--- config.mk ---
export PLATFORM = sky130hd
export DESIGN_NAME = mmu
export DESIGN_NICKNAME = d
export VERILOG_FILES = /design/src/rtl/mmu_pkg.sv /design/src/rtl/mmu_page_table.sv /design/src/rtl/mmu.sv
export SDC_FILE = /design/constraint.sdc
export NUM_CORES = 1
export LEC_CHECK = 0
export ABC_AREA = 1
export CAP_MARGIN = 0
export CORE_ASPECT_RATIO = 1.4
export CORE_UTILIZATION = 52
export CTS_BUF_LIST = sky130_fd_sc_hd__clkbuf_8
export DETAILED_ROUTE_END_ITERATION = 7
export PLACE_DENSITY_LB_ADDON = 0.25
export SYNTH_ARGS = -nofsm -noshare
export SYNTH_HDL_FRONTEND = slang
export SYNTH_HIERARCHICAL = 1
export SYNTH_SLANG_ARGS = --single-unit
--- constraint.sdc ---
create_clock -name clk -period 5.54 [get_ports clk]
set_input_delay 0.554 -clock clk [delete_from_list [all_inputs] [get_ports clk]]
set_output_delay 0.554 -clock clk [all_outputs]
set_load 0.01 [all_outputs]
--- src/rtl/mmu_pkg.sv ---
// mmu shared definitions: widths, page-table entry layout, fault causes, FSM states.
// MMU_WP_EN enables write-protect checking in mmu.
package mmu_pkg;

  localparam int VA_W      = 16;
  localparam int PAGE_BITS = 5;
  localparam int PFN_W     = 8;
  localparam int OFF_W     = VA_W - PAGE_BITS;
  localparam int PA_W      = PFN_W + OFF_W;
  localparam int ENT_W     = 11;
  localparam int N_ENT     = 1 << PAGE_BITS;

  localparam int PFN_LSB   = 0;
  localparam int PFN_MSB   = 7;
  localparam int VALID_BIT = 8;
  localparam int WR_BIT    = 9;
  localparam int USER_BIT  = 10;

  typedef enum logic [1:0] {
    CAUSE_INVALID = 2'd0,
    CAUSE_WP      = 2'd1,
    CAUSE_USER    = 2'd2,
    CAUSE_BUSY    = 2'd3
  } cause_e;

  typedef enum logic {
    IDLE  = 1'b0,
    FLUSH = 1'b1
  } state_e;

endpackage

--- src/rtl/mmu_page_table.sv ---
// 32-entry page table: one write port, valid-clear port,
// combinational lookup and registered readback.
module mmu_page_table
  import mmu_pkg::*;
(
  input  logic                 clk,
  input  logic                 reset,
  input  logic                 we_i,
  input  logic [PAGE_BITS-1:0] widx_i,
  input  logic [ENT_W-1:0]     wdata_i,
  input  logic                 clr_i,
  input  logic [PAGE_BITS-1:0] cidx_i,
  input  logic [PAGE_BITS-1:0] lidx_i,
  output logic [ENT_W-1:0]     ldata_o,
  input  logic [PAGE_BITS-1:0] ridx_i,
  output logic [ENT_W-1:0]     rdata_o
);

  logic [ENT_W-1:0] ent_q [N_ENT];
  logic [ENT_W-1:0] rdata_q;

  always_ff @(posedge clk) begin
    if (reset) begin
      for (int i = 0; i < N_ENT; i++) ent_q[i] <= '0;
      rdata_q <= '0;
    end else begin
      rdata_q <= ent_q[ridx_i];
      if (we_i) ent_q[widx_i] <= wdata_i;
      if (clr_i) ent_q[cidx_i][VALID_BIT] <= 1'b0;
    end
  end

  assign ldata_o = ent_q[lidx_i];
  assign rdata_o = rdata_q;

endmodule

--- src/rtl/mmu.sv ---
// Paging unit: VA->PA translation, rights checks, sticky fault, table flush.
// Build option MMU_WP_EN enables write-protect faults.
module mmu
  import mmu_pkg::*;
(
  input  logic                 clk,
  input  logic                 reset,
  input  logic [VA_W-1:0]      cpu_addr,
  input  logic                 cpu_re,
  input  logic                 cpu_we,
  input  logic                 paging_en,
  input  logic                 user_mode,
  input  logic                 pt_we,
  input  logic [PAGE_BITS-1:0] pt_idx,
  input  logic [15:0]          pt_wdata,
  output logic [15:0]          pt_rdata,
  input  logic                 flush,
  output logic                 busy,
  output logic [PA_W-1:0]      mem_addr,
  output logic                 mem_re,
  output logic                 mem_we,
  output logic                 page_fault,
  output logic [VA_W-1:0]      fault_vaddr,
  output logic [1:0]           fault_cause,
  input  logic                 fault_clr
);

  state_e               state_q;
  logic [PAGE_BITS-1:0] cnt_q;
  logic                 busy_q;

  logic [ENT_W-1:0]     entry;
  logic [ENT_W-1:0]     rdata;
  logic                 req;
  logic                 wp_hit;
  logic                 flt;
  cause_e               cause;

  logic [PA_W-1:0]      mem_addr_q;
  logic                 mem_re_q;
  logic                 mem_we_q;
  logic                 fault_q;
  logic [VA_W-1:0]      vaddr_q;
  logic [1:0]           cause_q;

  mmu_page_table u_pt (
    .clk     (clk),
    .reset   (reset),
    .we_i    (pt_we & (state_q == IDLE)),
    .widx_i  (pt_idx),
    .wdata_i (pt_wdata[ENT_W-1:0]),
    .clr_i   (state_q == FLUSH),
    .cidx_i  (cnt_q),
    .lidx_i  (cpu_addr[VA_W-1:OFF_W]),
    .ldata_o (entry),
    .ridx_i  (pt_idx),
    .rdata_o (rdata)
  );

  always_ff @(posedge clk) begin
    if (reset) begin
      state_q <= IDLE;
      cnt_q   <= '0;
      busy_q  <= 1'b0;
    end else begin
      unique case (state_q)
        IDLE: begin
          if (flush) begin
            state_q <= FLUSH;
            cnt_q   <= '0;
            busy_q  <= 1'b1;
          end
        end
        FLUSH: begin
          cnt_q <= cnt_q + 1'b1;
          if (cnt_q == 5'd31) begin
            state_q <= IDLE;
            busy_q  <= 1'b0;
          end
        end
        default: state_q <= IDLE;
      endcase
    end
  end

  assign req = cpu_re | cpu_we;

`ifdef MMU_WP_EN
  assign wp_hit = cpu_we & ~entry[WR_BIT];
`else
  assign wp_hit = 1'b0;
`endif

  // Conditions overlap, so the first true one wins.
  always_comb begin
    flt   = 1'b1;
    cause = CAUSE_INVALID;
    priority case (1'b1)
      (state_q == FLUSH):            cause = CAUSE_BUSY;
      !entry[VALID_BIT]:             cause = CAUSE_INVALID;
      (user_mode & ~entry[USER_BIT]): cause = CAUSE_USER;
      wp_hit:                        cause = CAUSE_WP;
      default:                       flt = 1'b0;
    endcase
  end

  always_ff @(posedge clk) begin
    if (reset) begin
      mem_addr_q <= '0;
      mem_re_q   <= 1'b0;
      mem_we_q   <= 1'b0;
      fault_q    <= 1'b0;
      vaddr_q    <= '0;
      cause_q    <= '0;
    end else begin
      mem_re_q <= 1'b0;
      mem_we_q <= 1'b0;
      if (fault_clr) fault_q <= 1'b0;
      if (req && !fault_q) begin
        if (!paging_en) begin
          mem_addr_q <= {{(PA_W-VA_W){1'b0}}, cpu_addr};
          mem_re_q   <= ~cpu_we;
          mem_we_q   <= cpu_we;
        end else if (flt) begin
          fault_q <= 1'b1;
          vaddr_q <= cpu_addr;
          cause_q <= cause;
        end else begin
          mem_addr_q <= {entry[PFN_MSB:PFN_LSB], cpu_addr[OFF_W-1:0]};
          mem_re_q   <= ~cpu_we;
          mem_we_q   <= cpu_we;
        end
      end
    end
  end

  assign pt_rdata    = {{(16-ENT_W){1'b0}}, rdata};
  assign busy        = busy_q;
  assign mem_addr    = mem_addr_q;
  assign mem_re      = mem_re_q;
  assign mem_we      = mem_we_q;
  assign page_fault  = fault_q;
  assign fault_vaddr = vaddr_q;
  assign fault_cause = cause_q;

endmodule

==> metrics.cfg <==
[timing]
whs_ps = 483
post-route-period-util_pct = 59.4
clock_skew_ps = 26.5
final_max_slew_viol_count = 0
finalSetupTns_ps = 0
rsz0062_at_grt = no
worst_slack_ps = 2250
relSlewSlack_pct = 13.5
hold_violations = 0
setup_viol = 0
period_needed_ps = 3290
worstMarginPinSlew_ps = 1290
max_freq_ghz = 0.304

[pwr]
power_mw = 7.02
combPwrFrac_pct = 14.1
p_per_area_nw_per_um2 = 289
p_int_mw = 5.03
vdd_drop_max_mv = 0.133
seqPwrFrac_pct = 50.1
switching_share_pct = 28.3
power.leakage_nw = 10.4
pwr-share-clk_pct = 35.9
p_sw_mw = 1.99

[detailed_routing]
avgRoutedWirePerCell_um = 21.5
vias = 20900
firstDrtPassIters = 7
antenna_left = 0
viasPerCell = 6.08
drc_errors = 0
wirelength_um = 74100
drtIter0Drc = 2843

[clocking]
cts_sinks = 410
postCtsSetupRepairBufs = 0
cts_hold_buf = 0
clkSlewWorstSetupHoldPaths_ps = 60
cts.path.max_buffers = 3
cts_buffers = 66
cts_tree = built
cts_resized = 0
insertion_delay_ps = 620
root_buffer = clkbuf_8
h-tree-depth = 3

[global_route]
grt_max_degree = 179
overflow = 0
antenna_found_initial = 2
grt_pass1_wl_um = 112000
grt_pass1_vias = 19600
track_usage_pct = 34.0

[floorplan]
fp.dieW_um = 177
start_util_pct = 52.8
io_pins = 103
die_h_um = 247
std_cell_rows = 89
die-area_um2 = 43800
core-area_um2 = 42300

[worst_setup_path]
required_ps = 5780
critical_path_class = primary input to flip-flop
setup.worst_path.start_class = primary input
cp-end-kind = flip-flop
crit_arrival_ps = 3530
crit_path_max_fanout = 16

[run]
max-cap-violations = 0

[cells_and_area]
final_layout_size_suffix_gt1_share_pct = 7.30
final_nets = 2888
syn2layout_area_growth_pct = 8.64
layout.cells.non_filler = 3439
design_area_um2 = 24300
utilization_pct = 57.4

[yosys]
synth-warning-count = 6
netlist_instances = 2882
avgSynthCellArea_um2 = 7.76
syn_area_um2 = 22400

[place]
place_congestion = 0.934
dp_cells = 3318
dp_slack_ps = 1710
io_buffer_count = 92
placed_area_um2 = 23000
hpwl_um = 44300

[min_path]
min_path_type = flip-flop to flip-flop

[outcome]
status = finished clean

[worst max-delay path: stages]
cell,delay (ps)
clkdlybuf4s50_1,590
inv_2,130
nand2_2,140
nor3_4,770
nand2_1,650
nand2_1,670
[cell usage in the layout, fill, tap and decap left out, types with 8 or more instances in the layout]
cell,instances
nand2_1,974
nand3_1,557
nor2_1,366
edfxtp_1,320
inv_1,125
dfxtp_1,90
clkdlybuf4s50_1,86
clkbuf_8,76
a21oi_1,59
nor2_2,46
buf_4,40
o21ai_0,35
a22oi_1,32
nor3_1,11
a21oi_2,10
nand2_4,8
[state kept, by name (all words and copies together) (netlist names)]
register,count
state_q,1
cnt_q,5
page_fault,1
mem_addr,19
fault_vaddr,16
fault_cause,2
mem_re,1
busy,1
u_pt/ent_q,352
u_pt/rdata_o,11
mem_we,1
[cell type report]
cell class / count / area, µm²
clock buffers: 76 / 1050
diodes: 2 / 5.00
fillers: 3806 / 18000
inverters: 101 / 384
clock inverters: 43 / 201
repair buffers: 132 / 1230
multi-input cells: 2129 / 9330
well taps: 546 / 683
flip-flops and latches: 410 / 11400
[power by group through the flow]
stage	registers [mW]	clock network (mW)	logic (mW)
2_1_floorplan	3.58	0	0.600
4_1_cts	3.51	2.54	0.962
6_report	3.52	2.52	0.987
3_3_place_gp	3.57	0	0.944
5_1_grt	3.53	2.67	1.06
3_5_place_dp	3.58	0	0.959
[final timing paths]
path                                   from               end  slack (ps)  cells after the start
worst min-delay path            mem_addr[6]       mem_addr[6]         480                      2
worst max register to register      state_q  u_pt/ent_q[6][0]        2270                      5
worst min register to register  mem_addr[6]       mem_addr[6]         480                      2
worst max-delay path                  reset  u_pt/ent_q[6][0]        2250                      6
[per-layer routing]
metal  track usage [%]  vias up  wire length [µm]
li1                  -     9365                 -
met1              40.8     9719             25700
met2              55.2     1482             35000
met3              5.19      360              7650
met4              25.8        0              5790
met5                 0        -                 0
(Power assumes the default switching activity.)
